[src/rtl/host_cfg_cmd_decoder.sv]
// Host command byte-stream parser: decodes framed SYNC/ID/VALUE/CHK writes into
// one-cycle register strobes, flags frame errors and counts good/bad frames.
`timescale 1ns/1ps
module host_cfg_cmd_decoder #(
  parameter logic [7:0]  NBW_MIN        = 8'd1,
  parameter logic [7:0]  NBW_MAX        = 8'd200,
  parameter logic [15:0] TIMEOUT_CYCLES = 16'd1024,
  parameter logic [7:0]  SYNC_BYTE      = 8'hA5
) (
  input  logic        PCIE_dma_engine_clk,
  input  logic        rst,
  input  logic [7:0]  cmd_data,
  input  logic        cmd_valid,
  output logic        cmd_ready,
  output logic [7:0]  narrow_band_width,
  output logic        narrow_band_width_en,
  output logic [1:0]  filter_mode,
  output logic        filter_mode_en,
  output logic [7:0]  start_cmp_position,
  output logic        start_cmp_position_en,
  output logic        cmd_err,
  output logic [1:0]  cmd_err_code,
  output logic [15:0] frame_ok_cnt,
  output logic [15:0] frame_err_cnt
);

  typedef enum logic [2:0] {IDLE, GET_ID, GET_VAL, GET_CHK, APPLY} state_t;

  localparam logic [1:0] ERR_CHECKSUM = 2'd0;
  localparam logic [1:0] ERR_UNKNOWN  = 2'd1;
  localparam logic [1:0] ERR_RANGE    = 2'd2;
  localparam logic [1:0] ERR_TIMEOUT  = 2'd3;

  state_t      state_reg, state_next;
  logic [7:0]  reg_id_reg, reg_id_next;
  logic [7:0]  value_reg, value_next;
  logic [7:0]  chk_reg, chk_next;
  logic [15:0] gap_cnt_reg, gap_cnt_next;

  logic [7:0]  nbw_reg, nbw_next;
  logic        nbw_en_reg, nbw_en_next;
  logic [1:0]  fm_reg, fm_next;
  logic        fm_en_reg, fm_en_next;
  logic [7:0]  scp_reg, scp_next;
  logic        scp_en_reg, scp_en_next;
  logic        err_reg, err_next;
  logic [1:0]  err_code_reg, err_code_next;
  logic [15:0] frame_ok_cnt_reg, frame_ok_cnt_next;
  logic [15:0] frame_err_cnt_reg, frame_err_cnt_next;

  logic xfer;
  logic chk_good;
  logic id_known;
  logic in_range;

  assign cmd_ready = !rst && (state_reg != APPLY);
  assign xfer      = cmd_valid && cmd_ready;

  assign chk_good = (chk_reg == (reg_id_reg ^ value_reg ^ 8'h5A));
  assign id_known = (reg_id_reg == 8'h01) || (reg_id_reg == 8'h02) || (reg_id_reg == 8'h03);

  always_comb begin
    in_range = 1'b1;
    case (reg_id_reg)
      8'h01:   in_range = (value_reg >= NBW_MIN) && (value_reg <= NBW_MAX);
      8'h02:   in_range = (value_reg[7:2] == 6'd0);
      default: in_range = 1'b1;
    endcase
  end

  always_comb begin
    state_next    = state_reg;
    reg_id_next   = reg_id_reg;
    value_next    = value_reg;
    chk_next      = chk_reg;
    gap_cnt_next  = gap_cnt_reg;
    nbw_next      = nbw_reg;
    nbw_en_next   = 1'b0;
    fm_next       = fm_reg;
    fm_en_next    = 1'b0;
    scp_next      = scp_reg;
    scp_en_next   = 1'b0;
    err_next      = 1'b0;
    err_code_next = err_code_reg;

    case (state_reg)
      IDLE: begin
        if (xfer && (cmd_data == SYNC_BYTE)) begin
          state_next = GET_ID;
        end
      end
      GET_ID, GET_VAL, GET_CHK: begin
        if (xfer) begin
          gap_cnt_next = 16'd0;
          case (state_reg)
            GET_ID: begin
              reg_id_next = cmd_data;
              state_next  = GET_VAL;
            end
            GET_VAL: begin
              value_next = cmd_data;
              state_next = GET_CHK;
            end
            default: begin
              chk_next   = cmd_data;
              state_next = APPLY;
            end
          endcase
        end else if (gap_cnt_reg == TIMEOUT_CYCLES) begin
          // A byte landing on the limit cycle wins; only a silent limit cycle aborts.
          state_next    = IDLE;
          err_next      = 1'b1;
          err_code_next = ERR_TIMEOUT;
        end else begin
          gap_cnt_next = gap_cnt_reg + 16'd1;
        end
      end
      APPLY: begin
        state_next = IDLE;
        if (!chk_good) begin
          err_next      = 1'b1;
          err_code_next = ERR_CHECKSUM;
        end else if (!id_known) begin
          err_next      = 1'b1;
          err_code_next = ERR_UNKNOWN;
        end else if (!in_range) begin
          err_next      = 1'b1;
          err_code_next = ERR_RANGE;
        end else begin
          case (reg_id_reg)
            8'h01: begin
              nbw_next    = value_reg;
              nbw_en_next = 1'b1;
            end
            8'h02: begin
              fm_next    = value_reg[1:0];
              fm_en_next = 1'b1;
            end
            default: begin
              scp_next    = value_reg;
              scp_en_next = 1'b1;
            end
          endcase
        end
      end
      default: state_next = IDLE;
    endcase

    if (state_next == IDLE) begin
      gap_cnt_next = 16'd0;
    end
  end

  always_comb begin
    frame_ok_cnt_next  = frame_ok_cnt_reg;
    frame_err_cnt_next = frame_err_cnt_reg;
    if ((nbw_en_next || fm_en_next || scp_en_next) && (frame_ok_cnt_reg != 16'hFFFF)) begin
      frame_ok_cnt_next = frame_ok_cnt_reg + 16'd1;
    end
    if (err_next && (frame_err_cnt_reg != 16'hFFFF)) begin
      frame_err_cnt_next = frame_err_cnt_reg + 16'd1;
    end
  end

  always_ff @(posedge PCIE_dma_engine_clk) begin
    if (rst) begin
      state_reg         <= IDLE;
      reg_id_reg        <= 8'd0;
      value_reg         <= 8'd0;
      chk_reg           <= 8'd0;
      gap_cnt_reg       <= 16'd0;
      nbw_reg           <= 8'd0;
      nbw_en_reg        <= 1'b0;
      fm_reg            <= 2'd0;
      fm_en_reg         <= 1'b0;
      scp_reg           <= 8'd0;
      scp_en_reg        <= 1'b0;
      err_reg           <= 1'b0;
      err_code_reg      <= 2'd0;
      frame_ok_cnt_reg  <= 16'd0;
      frame_err_cnt_reg <= 16'd0;
    end else begin
      state_reg         <= state_next;
      reg_id_reg        <= reg_id_next;
      value_reg         <= value_next;
      chk_reg           <= chk_next;
      gap_cnt_reg       <= gap_cnt_next;
      nbw_reg           <= nbw_next;
      nbw_en_reg        <= nbw_en_next;
      fm_reg            <= fm_next;
      fm_en_reg         <= fm_en_next;
      scp_reg           <= scp_next;
      scp_en_reg        <= scp_en_next;
      err_reg           <= err_next;
      err_code_reg      <= err_code_next;
      frame_ok_cnt_reg  <= frame_ok_cnt_next;
      frame_err_cnt_reg <= frame_err_cnt_next;
    end
  end

  assign narrow_band_width     = nbw_reg;
  assign narrow_band_width_en  = nbw_en_reg;
  assign filter_mode           = fm_reg;
  assign filter_mode_en        = fm_en_reg;
  assign start_cmp_position    = scp_reg;
  assign start_cmp_position_en = scp_en_reg;
  assign cmd_err               = err_reg;
  assign cmd_err_code          = err_code_reg;
  assign frame_ok_cnt          = frame_ok_cnt_reg;
  assign frame_err_cnt         = frame_err_cnt_reg;

endmodule

[config.mk]
export PLATFORM = sky130hd
export DESIGN_NAME = host_cfg_cmd_decoder
export DESIGN_NICKNAME = d
export VERILOG_FILES = /design/src/rtl/host_cfg_cmd_decoder.sv
export SDC_FILE = /design/constraint.sdc
export NUM_CORES = 1
export LEC_CHECK = 0
export ABC_AREA = 1
export CAP_MARGIN = 20
export CORE_MARGIN = 5
export CORE_UTILIZATION = 51
export CTS_CLUSTER_SIZE = 16
export DETAILED_ROUTE_END_ITERATION = 10
export PLACE_DENSITY = 0.87
export SLEW_MARGIN = 20
export SYNTH_ARGS = -nofsm -noshare
export SYNTH_HDL_FRONTEND = slang
export SYNTH_SLANG_ARGS = --single-unit
[constraint.sdc]
create_clock -name PCIE_dma_engine_clk -period 2.2 [get_ports PCIE_dma_engine_clk]
set_clock_uncertainty 0.2 [all_clocks]
set_input_delay 0.44 -clock PCIE_dma_engine_clk [delete_from_list [all_inputs] [get_ports PCIE_dma_engine_clk]]
set_output_delay 0.44 -clock PCIE_dma_engine_clk [all_outputs]
set_load 0.005 [all_outputs]
Yosys cells after proc, flatten, opt, wreduce, memory -nomap -nowiden
Index checks and enable logic that the tools add are counted.
{"block": "classes", "order_cmp": 2, "add_sub_neg": 3, "mux": 35, "eq_ne": 17, "n_reduce_logical": 27, "bitwise": 4}
{"operator": "$add 16x1->16 const B", "n": 3}
{"operator": "$mux 16", "n": 2}
{"operator": "$ne 16x16->1 const B", "n": 2}
{"operator": "$mux 1", "n": 20}
{"operator": "$eq 16x11->1 const B", "n": 1}
{"operator": "$eq 8x2->1 const B", "n": 2}
{"operator": "$reduce_and 5->1", "n": 3}
{"operator": "$pmux 3 s2", "n": 2}
{"operator": "$mux 2", "n": 5}
{"operator": "$mux 3", "n": 3}
{"operator": "$reduce_and 3->1", "n": 3}
{"operator": "$eq 8x1->1 const B", "n": 1}
{"operator": "$eq 8x8->1", "n": 1}
{"operator": "$eq 8x8->1 const B", "n": 1}
{"operator": "$ge 8x1->1 const B", "n": 1}
{"operator": "$le 8x8->1 const B", "n": 1}
{"operator": "$xor 8x8->8", "n": 1}
{"operator": "$eq 3x2->1 const B", "n": 2}
{"operator": "$logic_and 1x1->1", "n": 6}
{"operator": "$logic_not 3->1", "n": 2}
{"operator": "$logic_not 6->1", "n": 1}
{"operator": "$ne 2x2->1 const B", "n": 3}
{"operator": "$reduce_or 2->1", "n": 3}
{"operator": "$logic_or 1x1->1", "n": 4}
{"operator": "other kinds (13)", "n": 15}
{"block": "totals", "inputBits": 11, "reg_bits": 99, "output_inout_bits": 57, "elab_cells": 103}

Depth between registers and ports, before layout
{"block": "logic_depth", "ltp_word": 10, "ltp_mapped": 17}

Worst setup path before layout
Ideal clock, no wire load.
{"block": "synth_timing", "path_type": "reg-to-reg", "from": "reg frame_err_cnt_reg[0] (netlist: frame_err_cnt[0])", "to": "reg frame_err_cnt_reg[0] (netlist: frame_err_cnt[0])", "n_path_buf": 1, "setup_ns": 0.115, "path_stages_with_launch": 10, "setup_slack_ns": 0.092, "period_less_slack_ns": 2.108, "arrival_time_ns": 1.793, "required_ns": 1.885, "path_cell_list": "dfxtp_1 > ha_1 > nand2_1 > nor3_2 > nand2_1 > nor2_1 > nand2_1 > clkbuf_1 > a21oi_1 > nor2_1"}
{"block": "synth_via", "elab_chain_len": 2, "elab_cells_between_ends": 3, "cone_classes": "add/sub (1); eq/ne (1); reduce/logical (1)"}
{"item": "start, declared", "line_no": "49", "rtl": "logic [15:0] frame_err_cnt_reg, frame_err_cnt_next;"}
{"item": "start signal, assigned", "line_no": "197", "rtl": "frame_err_cnt_reg <= frame_err_cnt_next;"}
{"item": "parallel branches: the longest is 2 deep, another holds $add 16x1->16"}
Several ways; the timed one is not identified.
A chain may end at the register's enable or synchronous reset.

Worst setup path in the final report
{"block": "layout_timing", "from": "reg reg_id_reg[3]", "to": "reg frame_err_cnt_reg[6] (netlist: frame_err_cnt[6])"}
{"block": "layout_via", "elab_chain_len": 7, "elab_cells_between_ends": 14, "cone_classes": "eq/ne (4); mux (5); bitwise (2); reduce/logical (3)"}
{"item": "start, declared", "line_no": "35", "rtl": "logic [7:0] reg_id_reg, reg_id_next;"}
{"item": "start signal, assigned", "line_no": "184", "rtl": "reg_id_reg <= reg_id_next;"}
{"item": "$eq 8x2->1 / $eq 8x1->1 (equally long branches)", "line_no": "60, 64"}
{"item": "$pmux 1 s2 / $logic_or 1x1->1 (equally long branches)", "line_no": "64, 60"}
{"item": "$mux 1 / $logic_or 1x1->1 (equally long branches)", "line_no": "126, 60"}
{"item": "$mux 1", "line_no": "123", "rtl": "end else if (!id_known) begin"}
{"item": "$mux 1 *", "line_no": "120", "rtl": "if (!chk_good) begin"}
{"item": "$pmux 1 s2 *", "line_no": "86", "rtl": "case (state_reg)"}
{"item": "$logic_and 1x1->1 *", "line_no": "160", "rtl": "if (err_next && (frame_err_cnt_reg != 16'hFFFF)) begin"}
Mark *: on every way between the ends. The rest lies on a longest branch, timed or not.

==> results <==
- The total of buffers placed on input and output ports is 67.
- The area used by sequential logic in the layout is 2020 um^2.
- The hold-fix buffer count after cts is 0.
- The final count of pins violating max slew was 0.
- The number of global-route vias before repair is 5,040.
- Once the floorplan was initialized, standard cells occupied 52.5% of the core.
- STA classifies the critical path startpoint as a flip-flop.
- The number of CTS-inserted buffers is 9.
- The worst path uses 95.3% of the clock period.
- The sequential fraction of the synthesis area is 36.4%.
- The count of flip-flops with a built-in enable after synthesis is 0.
- Entering global routing, the biggest net connects 33 pins.
- The detailed-router iteration count before antenna repair is 5.
- The die is 113 um wide.
- Data on the critical path arrives at its endpoint at 2150 ps.
- After synthesis the netlist holds a flip-flop and latch count of 99.
- The library cell used most frequently in the layout, excluding fill and tap cells, is nand2_1.
- The mean instance size in the synthesized netlist is 6.58 um^2.
- The total congestion overflow is 0.
- STA classifies the critical path endpoint as a flip-flop.
- Detailed routing inserted a total of 5,572 vias.
- In this run the number of H-tree levels came out at 3.
- Data on the critical path is required at its endpoint by 2250 ps.
- The design draws 2.93 mW.
- In this run the remaining antenna-violating nets after routing total 0.
- By area, the combinational part of the netlist is dominated by simple AND/OR/NAND/NOR gates.
- The floorplan die height is 113 um.
- The end-of-flow core utilization is 66.7%.
- 68 I/O pins were placed.
- The area used by multi-input combinational logic is 3030 um^2.
- In the layout the commonest cells are nand2_1 (187), nor2_1 (109), dfxtp_1 (84), inv_1 (78), clkdlybuf4s50_1 (66).
- The via density per instance is 5.20.
- Max-cap violations in this run came to 0.
- The number of antenna violations at the first check in global routing is 0.
- After the last flow step, the layout net total stands at 947.
- The post-detailed-route DRC marker count is 0.
- In this run the standard cell core region covers 10,400 um^2.
- The setup slack at placement is -50.9 ps.
- Relative to the synthesized area, the layout overhead comes to 27.1%.
- The critical path is of the reg -> reg type.
- The least setup slack across all paths after layout is 103 ps.
- The first global-routing pass estimated 22,500 um of wire.
- The cell area after synthesis is 5450 um^2.
- Power spread over the standard cell area amounts to 424 nW/um^2.
- The worst hold path belongs to the class reg -> reg.
- TritonCTS built the clock tree.
- The synthesized-area fraction occupied by xor and xnor cells is 3.54%.
- The maximum buffer depth of the clock tree is 2.
- Routability-driven placement finished with a final weighted congestion of 0.922.
- The static leakage power is 2.88 nW.
- Synthesis instantiated 41 different standard cells from the library.
- The synthesized netlist devotes 9.77% of its cell area to compound gates.
- Among all flip-flop cells after synthesis, the most frequent one is dfxtp_1.
- The clock period could shrink to 2100 ps.
- The final hold violation count is 0.
- The average wire per cell in the routed design is 12.8 um.
- The clock insertion delay at the later pin of the skew report is 370 ps.
- The remaining max-slew budget at the tightest pin is 70.5%.
- The synthesized netlist devotes 39.4% of its cell area to simple gates.
- The critical-path maximum fanout is 8.
- The final number of setup-violating endpoints is 0.
- The initialized floorplan defines 37 standard-cell rows.
- The half-perimeter wire length after detailed placement is 10,100 um.
- Fill cells in the final layout number 879.
- Yosys printed 0 warnings.
- Multiplexer cells account for 0% of the synthesized area.
- Clock-pin slew was measured on the worst setup and hold paths at 90 ps.
- The flow ran to the end, and the final reports show no timing, DRC or antenna violations.
- The tightest hold path in the finished design has a slack of 279 ps.
- The achievable clock frequency is 477 MHz.
- Setup repair after global routing could not meet its margin everywhere.
- The floorplan die area is 12,800 um^2.
- The number of sinks handled by clock tree synthesis is 99.
- The instance count of the mapped netlist is 827.
- Cells with a size suffix above 1 make up 18.2% of the layout.
- The maximum ir drop on the vdd rail is 0.243 mV.
- After routing, the total negative slack on setup checks comes to 0 ps.
- The clock root buffer is clkbuf_8.
- The synthesized netlist devotes 0.919% of its cell area to adder and majority cells.
- At the pin with the least slew margin, the transition time is 439 ps.
- Counting flops with an async set or reset pin after synthesis yields a share of 0%.
- The routed wire length is 13,700 um.
- The total nets after synthesis is 842.
- The number of antenna diodes in the final layout is 0.
- For this block, the initial DRC count from the detailed router was 453.
- Across every metal layer, demand over resource in global routing totals 21.0%.
## cells by family after synthesis
| logic type | after synthesis |
|---|---|
| AND/OR/NAND/NOR | 466 |
| buffers and inverters | 134 |
| AO/OA/AOI/OAI | 102 |
| flip-flops | 99 |
| XOR/XNOR | 22 |
| adder cells (fa/ha/maj) | 4 |
## layer usage
metal	share of wire [%]	track usage, %
met5	0	0
met4	2.1	8.33
met3	5.1	2.99
met2	49	34.9
met1	44	27.4
## cell usage after synthesis, types with 2 or more instances
library cell	n	area [um^2]
nor2_4	8	90.1
dfxtp_1	99	1980
o21ai_1	23	115
buf_4	3	22.5
nor2_1	116	435
clkbuf_1	12	45.0
o21ai_0	20	100
clkinv_1	3	11.3
a21oi_1	52	260
nand4_1	21	131
ha_1	4	50.1
or2_2	2	12.5
nor3_1	22	110
xnor2_1	4	35.0
nand2_1	194	728
nor4_1	7	43.8
nand4_2	2	25.0
nor3b_1	2	15.0
nor2_2	13	81.3
nand2_2	5	31.3
nand2_4	2	22.5
a41oi_1	3	26.3
nand3_1	63	315
xor2_1	18	158
buf_2	4	20.0
buf_6	3	33.8
inv_1	80	300
nor3_2	4	40.0
inv_2	26	97.6
## area by class of cell
cell class | count | share of cell area [%]
inverters | 111 | 6.15
clock inverters | 5 | 0.434
repair buffers | 117 | 16.1
well taps | 136 | 2.46
clock buffers | 10 | 1.99
multi-input cells | 594 | 43.7
flip-flops and latches | 99 | 29.2
## worst paths after layout
| path | startpoint | endpoint | slack [ps] | depth (start not counted) |
|---|---|---|---|---|
| worst max-delay path | reg_id_reg[3] | frame_err_cnt[6] | 100 | 14 |
| worst min-delay path | chk_reg[0] | chk_reg[0] | 280 | 2 |
| worst max register to register | reg_id_reg[3] | frame_err_cnt[6] | 100 | 14 |
| worst min register to register | chk_reg[0] | chk_reg[0] | 280 | 2 |
## power by group
group / switching [mW] / total [mW] / internal, mW
clock: 0.625 / 1.06 / 0.430
combinational: 0.0552 / 0.0972 / 0.0420
sequential: 0.0000638 / 1.78 / 1.78
total: 0.680 / 2.93 / 2.25
## critical path, cell delays in order, from the launching register on
cell and delay [ps]:
dfxtp_1 390, inv_2 70, nand2_1 110, nand2_1 80, nand2_1 60, nand2_1 50, nor2_1 110, nand2_1 130
nor2_4 160, nand2_2 70, nand2_2 100, nand2_4 120, clkbuf_16 190, nand3_1 70, a21oi_1 70
## per-stage QoR
stage                     cells  area, um^2
after floorplan             827        5450
after global routing       1072        6920
after global placement     1053        6560
after CTS                  1070        6740
final                      1072        6920
after detailed placement   1053        6560
## repair_timing
action | in CTS | in global routing
setup endpoints to repair | 6 | 60
gates resized for setup | 4 | 51
setup buffers | 2 | 1
pin swaps | 1 | 15
gates cloned | 0 | 1
No activity file was read; power rests on OpenSTA's default activity.
